===== src/rtl/rom_fetch_queue.sv =====
// Fetch stage feeding decode from a 1-cycle-latency ROM through a small FIFO.
// Define FETCH_BYPASS_EN to forward returning ROM words straight to decode when the FIFO is empty.
module rom_fetch_queue #(
  parameter int ADDR_W   = 10,
  parameter int DATA_W   = 32,
  parameter int DEPTH    = 4,
  parameter int RESET_PC = 0
) (
  input  logic                       clk,
  input  logic                       rst,
  output logic [ADDR_W-1:0]          rom_address,
  input  logic [DATA_W-1:0]          rom_dout,
  input  logic                       redirect_valid,
  input  logic [ADDR_W-1:0]          redirect_pc,
  output logic                       instr_valid,
  input  logic                       instr_ready,
  output logic [DATA_W-1:0]          instr_data,
  output logic [ADDR_W-1:0]          instr_pc,
  output logic [$clog2(DEPTH):0]     queue_level
);

  localparam int PW = $clog2(DEPTH);
  localparam int LW = PW + 1;

  logic [ADDR_W-1:0] pc_q, pc_d;
  logic              infl_q, infl_d;
  logic [ADDR_W-1:0] ipc_q, ipc_d;
  logic [DATA_W-1:0] dat_q [DEPTH];
  logic [DATA_W-1:0] dat_d [DEPTH];
  logic [ADDR_W-1:0] pcs_q [DEPTH];
  logic [ADDR_W-1:0] pcs_d [DEPTH];
  logic [PW-1:0]     rd_q, rd_d;
  logic [PW-1:0]     wr_q, wr_d;
  logic [LW-1:0]     cnt_q, cnt_d;

  logic issue, byp, push, pop;

  assign rom_address = pc_q;
  assign queue_level = cnt_q;

  always_comb begin
    pc_d   = pc_q;
    infl_d = 1'b0;
    ipc_d  = ipc_q;
    dat_d  = dat_q;
    pcs_d  = pcs_q;
    rd_d   = rd_q;
    wr_d   = wr_q;
    cnt_d  = cnt_q;

`ifdef FETCH_BYPASS_EN
    byp = !redirect_valid && infl_q && (cnt_q == '0);
`else
    byp = 1'b0;
`endif

    // Credit check ignores same-cycle pops so a push can never hit a full FIFO.
    issue = !redirect_valid &&
            ((cnt_q + LW'(infl_q)) < LW'(DEPTH));

    instr_valid = !redirect_valid && ((cnt_q != '0) || byp);
    instr_data  = byp ? rom_dout : dat_q[rd_q];
    instr_pc    = byp ? ipc_q    : pcs_q[rd_q];

    pop  = !redirect_valid && instr_ready && (cnt_q != '0);
    push = !redirect_valid && infl_q && !(byp && instr_ready);

    if (redirect_valid) begin
      pc_d  = redirect_pc;
      rd_d  = '0;
      wr_d  = '0;
      cnt_d = '0;
    end else begin
      if (issue) begin
        infl_d = 1'b1;
        ipc_d  = pc_q;
        pc_d   = pc_q + ADDR_W'(1);
      end
      if (push) begin
        dat_d[wr_q] = rom_dout;
        pcs_d[wr_q] = ipc_q;
        wr_d        = wr_q + PW'(1);
      end
      if (pop)
        rd_d = rd_q + PW'(1);
      cnt_d = cnt_q + LW'(push) - LW'(pop);
    end
  end

  always_ff @(posedge clk or posedge rst) begin
    if (rst) begin
      pc_q   <= ADDR_W'(RESET_PC);
      infl_q <= 1'b0;
      ipc_q  <= '0;
      rd_q   <= '0;
      wr_q   <= '0;
      cnt_q  <= '0;
      for (int i = 0; i < DEPTH; i++) begin
        dat_q[i] <= '0;
        pcs_q[i] <= '0;
      end
    end else begin
      pc_q   <= pc_d;
      infl_q <= infl_d;
      ipc_q  <= ipc_d;
      rd_q   <= rd_d;
      wr_q   <= wr_d;
      cnt_q  <= cnt_d;
      dat_q  <= dat_d;
      pcs_q  <= pcs_d;
    end
  end

endmodule


===== config.mk =====
export PLATFORM = sky130hd
export DESIGN_NAME = rom_fetch_queue
export DESIGN_NICKNAME = d
export VERILOG_FILES = /design/src/rtl/rom_fetch_queue.sv
export SDC_FILE = /design/constraint.sdc
export NUM_CORES = 1
export LEC_CHECK = 0
export ABC_AREA = 1
export CORE_MARGIN = 5
export CORE_UTILIZATION = 30
export CTS_BUF_LIST = sky130_fd_sc_hd__clkbuf_16
export CTS_CLUSTER_DIAMETER = 120
export DETAILED_ROUTE_END_ITERATION = 10
export SLEW_MARGIN = 20
export SYNTH_ARGS = -nofsm -noshare
export SYNTH_HDL_FRONTEND = slang
export SYNTH_SLANG_ARGS = --single-unit
export TNS_END_PERCENT = 20

===== constraint.sdc =====
create_clock -name clk -period 6.5 [get_ports clk]
set_clock_uncertainty 0.2 [all_clocks]
set_input_delay 1.3 -clock clk [delete_from_list [all_inputs] [get_ports clk]]
set_output_delay 1.3 -clock clk [all_outputs]
set_load 0.05 [all_outputs]

* Word level (Yosys, flattened, before mapping)
Index checks and enable logic that the tools add are counted.
** Storage, ports and cells
- Output and inout bits :: 56
- Logic and storage cells :: 61
- Register bits after elaboration :: 196
- Input bits :: 46
** Cells by class
- $add $sub $neg :: 6
- Reductions and logical operators :: 13
- Multiplexer cells :: 21
- Bitwise gates (word level) :: 3
- Magnitude comparators :: 4
** Operators by type and width (count)
- bitwise mux 128 bit :: 1
- 2-to-1 mux 32 bit :: 3
- binary-select mux 32 bit (select 2 bit) :: 1
- demux 32 bit (select 2 bit) :: 1
- 2-to-1 mux 10 bit :: 5
- bitwise mux 40 bit :: 1
- binary-select mux 10 bit (select 2 bit) :: 1
- demux 10 bit (select 2 bit) :: 1
- adder 10 x 1 -> 10 bit, second input constant :: 1
- 2-to-1 mux 2 bit :: 4
- adder 3 x 1 -> 3 bit :: 2
- >= comparator 3 bit, second input constant :: 2
- logical AND 1 bit :: 6
- inverter 2 -> 3 bit :: 2
- nonzero test 2 bit :: 3
- adder 2 x 1 -> 2 bit, second input constant :: 2
- AND reduction 2 bit :: 2
- < comparator 3 x 1 -> 1 bit, second input constant :: 1
- < comparator 3 bit, second input constant :: 1
- 2-to-1 mux 3 bit :: 1
- nonzero test 3 bit :: 1
- subtractor 3 x 1 -> 3 bit :: 1
- 2-to-1 mux 1 bit :: 2
- logical NOT 1 bit :: 1
- inverter 1 bit :: 1

* Depth between registers and ports, before layout
Gate-level depths: netlist (run 1).
- Word-level depth :: 6
- Mapped depth :: 11
- Gate-level depth less buffers :: 11

* Least setup slack after synthesis (run 1)
OpenSTA, ideal clock, no wires.
- Kind :: input to output
- Start point :: input port redirect_valid
- End point :: output port instr_valid
- Arrival time :: 2.323 ns
- Path slack :: 2.677 ns
- Buffers on the path :: 2
- Cell stages on the path :: 3
- Required time :: 5.000 ns
- Cell sequence :: buf_4 > clkbuf_1 > nor2_1
** On the way
- Word-level cells in the longest chain between the ends :: 2
** RTL lines
- from (decl) :: line 13 : input logic redirect_valid,
- logical NOT 1 bit :: line 61 : instr_valid = !redirect_valid && ((cnt_q != '0) || byp);
- logical AND 1 bit :: line 61
- to (decl) :: line 15 : output logic instr_valid,
Every way passes these cells.

* Worst setup path after layout (run 1)
- Start point :: register rd_q[1]
- End point :: output port instr_data[29]
** On the way
- Word-level cells in the longest chain between the ends :: 4
** RTL lines
- from (decl) :: line 32 : logic [PW-1:0] rd_q, rd_d;
- from (signal assigned) :: line 106 : rd_q <= rd_d;
- inverter 2 -> 3 bit (not written as such) :: line 62 : instr_data = byp ? rom_dout : dat_q[rd_q];
- binary-select mux 32 bit (select 2 bit) :: line 62
- 2-to-1 mux 32 bit (not written as such) (2 in series) :: line 62
- to (decl) :: line 17 : output logic [DATA_W-1:0] instr_data,
Every way passes these cells. The select of a mux whose other input is x is not followed.

==> flow_summary.toml, run 1 <==
[pwr]
p_clk_frac = 0.199
switching_share = 0.4371
leakage_nw = 4.872
pwr-share-seq = 0.351
cellInternalPower_mw = 3.143
net-switching-power_mw = 2.441
peakVddDrop_uv = 212.5
power.density_mw_per_mm2 = 529.6
pwr-share-comb = 0.449

[global_routing]
globalRouteTotalUtil = 0.1371
grt_remaining_overflow = 0
grt_pass1_vias = 6766
grt_max_degree = 108
antenna_found_initial = 0
grt_pass1_wl_um = 35510

[floorplanning]
core_area_mm2 = 0.02855
die_w_um = 179.4
dieArea_mm2 = 0.03218
start_util = 0.3015
io_pins = 102
rows = 62
die_h_um = 179.4

[critical_path]
slowest_stage = "clkdlybuf4s50_1"
rr_worst_depth = 11
ff2ff_setup_slack_ns = 3.75
cp-end-kind = "output pin"
cp_cell_sequence = "buf_4 -> inv_1 -> buf_4 -> o21ai_0 -> o22ai_1 -> clkdlybuf4s50_1"
worstPathRequired_ns = 5.00
critPathLaunchType = "flip-flop"
crit_buf_inv = 4
arrival_ns = 3.31
path_class = "reg2out"
critical_path.startpoint = "rd_q[1]"
cpPeakStageDelay_ns = 0.85
crit_top_cell = "buf_4"
reg2reg_from = "queue_level[1]"
crit_fanout = 43
reg2reg_to = "queue_level[2]"
cp_top_family = "buffers and inverters"

[worst_hold_path]
min_from = "dat_q[88]"
hold_path.class = "reg2reg"
hold_depth = 2
min_to = "dat_q[88]"

[synthesis]
ys_async_sr_fraction = 1.000
synth.cell_area_mm2 = 0.008608
ys_ff_latch = 196
yosys-top-cells-area = "dfrtp_1 (57%), nand2_1 (9.9%), o21ai_0 (8.4%)"
synth_top_flop_cell = "dfrtp_1"
yosys-top-cells-count = "nand2_1 (228), dfrtp_1 (196), o21ai_0 (144)"
ys_warn_count = 0
synth-seq-area-share = 0.5698
avgSynthCellArea_um2 = 8.523
yosysMostFrequentCell = "nand2_1"
synth-edff-count = 0
synth.largest_area_cell = "dfrtp_1"
syn_inst = 1010
synth_nets = 1064
synth_top_cell_area_share = 0.5698
synthDistinctLibCells = 26

[timing]
fmax_mhz = 208.0
fin_crit_sh = 0.7396
fin_ws_ns = 1.692
worst_slew_pin_slew_ns = 1.036
slew_headroom = 0.3071
setup_viol = 0
fin_crit_ns = 4.808
drv_slew = 0
fin_tns_setup_ns = 0
rsz0062_at_grt = "false"
hold_viol = 0

[cts]
clk_pin_slew_ns = 0.07
cts_tree = "done"
cts_buffers = 17
cts-root-buf = "clkbuf_16"
clk_latency_ns = 0.42
cts_max_path_buffers = 2
post_cts_resized = 0
hold_buffers = 0
cts.sinks = 196
htree_num_levels = 4
post_cts_buffers = 0

[layout]
drive_above_1_share = 0.04871
syn_to_final_growth_pct = 22.49
layout.nets = 1129
n_antenna_cell = 0

[run]
max-cap-violations = 0

[routing]
routed_wl_um = 21170
antenna_left = 0
first_pass_iters = 5
drtIter0Drc = 447
wire_per_inst_um = 14.38
vias = 6877
drc = 0
viasPerCell = 4.672

[place]
place_congestion = 0.7385
dp_hpwl_um = 12850
pre_cts_ws_ns = 1.768
port_buffers = 101

[run_status]
status = "finished, final reports clean"
==> worst reg2reg max path, stage by stage, from the launching register on <==
cell and delay [ns]:
dfrtp_1 0.47, inv_1 0.08, nand2_1 0.09, o21ai_0 0.54, inv_1 0.11, ha_1 0.29, inv_1 0.06, ha_1 0.13
inv_1 0.04, fa_1 0.38, and3_1 0.18, nor3_1 0.11
==> power groups by stage <==
stage | clock network [mW] | logic, mW | registers, mW
6_report | 1.11 | 2.51 | 1.96
5_1_grt | 1.19 | 2.76 | 2.03
4_1_cts | 1.15 | 2.55 | 1.96
3_5_place_dp | 0 | 2.54 | 1.98
3_3_place_gp | 0 | 2.52 | 1.97
2_1_floorplan | 0 | 1.71 | 2.01
==> sequential cells by signal, summed over array words and instances, names as in the netlist <==
| signal | cells |
|---|---|
| dat_q | 128 |
| infl_q | 1 |
| ipc_q | 10 |
| pcs_q | 40 |
| queue_level | 3 |
| rd_q | 2 |
| rom_address | 10 |
| wr_q | 2 |
==> metrics by stage <==
stage | area (um^2) | cells | power (mW) | hold slack (ns) | util
finish | 10540 | 1472 | 5.584 | 0.2835 | 0.3693
global route | 10540 | 1472 | 5.981 | 0.3064 | 0.3693
detailed placement | 9906 | 1439 | 4.521 | 0.2681 | 0.3470
global placement | 9906 | 1439 | 4.489 | 0.2619 | 0.3470
floorplan | 8612 | 1010 | 3.714 | 0.2478 | -
CTS | 10520 | 1471 | 5.657 | 0.2867 | 0.3686
==> layout make-up <==
cell class	instances	area (um^2)
clock buffers	17	425.4
clock inverters	15	192.7
fillers	2991	18000
inverters	70	266.5
multi-input cells	678	3154
flip-flops and latches	196	4906
well taps	384	480.5
repair buffers	112	1119
==> routing by layer <==
metal	part of all wire	track usage	vias up	routed length, um
met4	0.0077	0.03110	0	163
met5	0	0	-	0
met1	0.47	0.1905	3260	10030
met3	0.053	0.03210	9	1132
li1	-	-	3464	-
met2	0.46	0.2193	144	9836
==> cells by family after synthesis <==
logic type      count (synthesis)  synth area share
compound gates                315            0.1906
buf+inv                       136           0.06497
fa+ha+maj                       8           0.01250
flops                         196            0.5698
xor+xnor                        2          0.002035
simple gates                  353            0.1602
==> placed cells by master, fill, tap and decap left out, drive strengths merged, types with 11 or more instances in the layout <==
cell	n
o21ai	267
clkbuf	17
clkdlybuf4s50	101
o22ai	42
inv	77
nand2	228
buf	11
nor2	99
dfrtp	196
nand3	18
==> how the worst max path moves through the flow <==
stage                     end  slack, ns  cells after the start
2_1_floorplan        dat_q[0]       2.47                      1
3_3_place_gp      instr_valid       1.80                      3
3_5_place_dp      instr_valid       1.77                      3
4_1_cts        instr_data[29]       1.63                      6
5_1_grt        instr_data[29]       1.50                      6
6_report       instr_data[29]       1.69                      6
No activity file was read; power rests on OpenSTA's default activity.
==> run 2: changes to the inputs <==
==> constraint.sdc (replaced) <==
create_clock -name clk -period 4.7 [get_ports clk]
set_clock_uncertainty 0.2 [all_clocks]
set_input_delay 0.94 -clock clk [delete_from_list [all_inputs] [get_ports clk]]
set_output_delay 0.94 -clock clk [all_outputs]
set_load 0.05 [all_outputs]
==> run 2 against run 1 <==
Net effect: non-clock buffer count grew 2; final area grew 0.83%; sequential power grew 39%; clock-buffer cell count is the same; final cell count grew 0.14%; critical path depth shrank 2; sequential share of layout area shrank 0.38 points; sequential cell count is the same; critical endpoint is now instr_data[13]; setup slack lost 0.60 ns; global-route usage shrank 0.13 points.
==> flow_summary.toml, run 2 (same netlist as run 1, synthesis figures left out) <==
[pwr]
cellInternalPower_mw = 4.390
pwr-share-seq = 0.349
leakage_nw = 4.979
pwr-share-comb = 0.465
peakVddDrop_uv = 270.4
net-switching-power_mw = 3.413
switching_share = 0.4374
p_clk_frac = 0.186
power.density_mw_per_mm2 = 733.9

[floorplanning]
start_util = 0.3015
die_h_um = 179.4
core_area_mm2 = 0.02855
die_w_um = 179.4
io_pins = 102
dieArea_mm2 = 0.03218
rows = 62

[worst_hold_path]
hold_depth = 2
hold_path.class = "reg2reg"
min_from = "pcs_q[15]"
min_to = "pcs_q[15]"

[critical_path]
critPathLaunchType = "flip-flop"
path_class = "reg2out"
reg2reg_from = "queue_level[1]"
cp_top_family = "flip-flops"
critical_path.startpoint = "rd_q[1]"
crit_buf_inv = 2
rr_worst_depth = 11
cp-end-kind = "output pin"
arrival_ns = 2.46
cpPeakStageDelay_ns = 1.00
slowest_stage = "dfrtp_1"
cp_cell_sequence = "buf_4 -> o21ai_0 -> o22ai_1 -> buf_4"
ff2ff_setup_slack_ns = 2.13
worstPathRequired_ns = 3.56
crit_fanout = 26
crit_top_cell = "buf_4"
reg2reg_to = "queue_level[2]"

[routing]
antenna_left = 0
wire_per_inst_um = 14.34
viasPerCell = 4.712
routed_wl_um = 21130
drtIter0Drc = 491
drc = 0
vias = 6945
first_pass_iters = 5

[layout]
utilization = 0.3724
top_regs = "dat_q x128, pcs_q x40"
drive_above_1_share = 0.08716
fillers = 2973
layout.nets = 1131
regMostFlops = "dat_q"
n_antenna_cell = 0
final_common_cell = "nand2_1"
final_area_mm2 = 0.01063
syn_to_final_growth_pct = 23.50
largest_reg_flops = 128
final_cell_mix = "nand2_1 (224), dfrtp_1 (195), o21ai_0 (144)"

[timing]
hold_ws_ns = 0.2811
drv_slew = 0
hold_viol = 0
fmax_mhz = 277.6
rsz0062_at_grt = "false"
worst_slew_pin_slew_ns = 1.002
slew_headroom = 0.3318
fin_tns_setup_ns = 0
setup_viol = 0
fin_crit_sh = 0.7665
fin_crit_ns = 3.603

[cts]
post_cts_resized = 0
cts-root-buf = "clkbuf_16"
clk_pin_slew_ns = 0.07
htree_num_levels = 4
cts.sinks = 196
post_cts_buffers = 0
cts_tree = "done"
clk_latency_ns = 0.42
cts_max_path_buffers = 2
cts_buffers = 17
hold_buffers = 0

[global_routing]
grt_pass1_vias = 6806
grt_remaining_overflow = 0
antenna_found_initial = 0
grt_pass1_wl_um = 35130
globalRouteTotalUtil = 0.1358
grt_max_degree = 85

[run]
max-cap-violations = 0

[place]
dpl_cell_area_mm2 = 0.01005
port_buffers = 101
place_congestion = 0.7475
dp_hpwl_um = 13050

[run_status]
status = "finished, final reports clean"
==> run 2: cell count changes in the layout (fill, tap and decap cells not counted), sizes merged <==
| cell | previous run | this run |
|---|---|---|
| clkinv | 3 | 2 |
| clkinvlp | 2 | 6 |
| bufinv | 3 | 2 |
| clkdlybuf4s50 | 101 | 59 |
| buf | 11 | 55 |
| inv | 77 | 75 |
==> run 2: stage by stage <==
stage	total power [mW]	worst slack, ns	std cells
finish	7.803	1.097	1474
global route	8.333	0.9397	1474
CTS	7.914	1.029	1474
detailed placement	6.424	1.227	1442
global placement	6.376	1.265	1442
floorplan	5.136	1.028	1010
==> run 2: routing by layer <==
metal / global-route usage / vias up / part of all wire
met1: 0.1862 / 3320 / 0.48
met2: 0.2204 / 141 / 0.46
li1: - / 3478 / -
met3: 0.03378 / 6 / 0.047
met4: 0.02761 / 0 / 0.0053
met5: 0 / - / 0
==> run 2: worst min-delay path, cell delays in order (launching register included) <==
cell and delay [ns]:
dfrtp_1 0.34, nand2_1 0.05, o21ai_0 0.06
==> run 2: area by class of cell <==
type,instances,area [um^2],share of cell area
inverters,70,266.5,0.02507
clock inverters,15,157.7,0.01483
repair buffers,114,1241,0.1167
multi-input cells,678,3154,0.2967
well taps,384,480.5,0.04519
flip-flops and latches,196,4906,0.4615
clock buffers,17,425.4,0.04001
==> run 2: power by group through the flow <==
stage | logic, mW | clock network, mW | registers (mW)
finish | 3.63 | 1.45 | 2.72
global route | 3.96 | 1.56 | 2.81
CTS | 3.69 | 1.51 | 2.72
detailed placement | 3.68 | 0 | 2.74
global placement | 3.65 | 0 | 2.73
floorplan | 2.36 | 0 | 2.77
==> run 2: worst max-delay path by stage <==
| stage | to | slack, ns | cells past startpoint |
|---|---|---|---|
| 6_report | instr_data[13] | 1.10 | 4 |
| 5_1_grt | instr_data[13] | 0.94 | 4 |
| 4_1_cts | instr_data[23] | 1.03 | 4 |
| 3_5_place_dp | queue_level[2] | 1.23 | 12 |
| 3_3_place_gp | queue_level[2] | 1.26 | 12 |
| 2_1_floorplan | dat_q[0] | 1.03 | 1 |
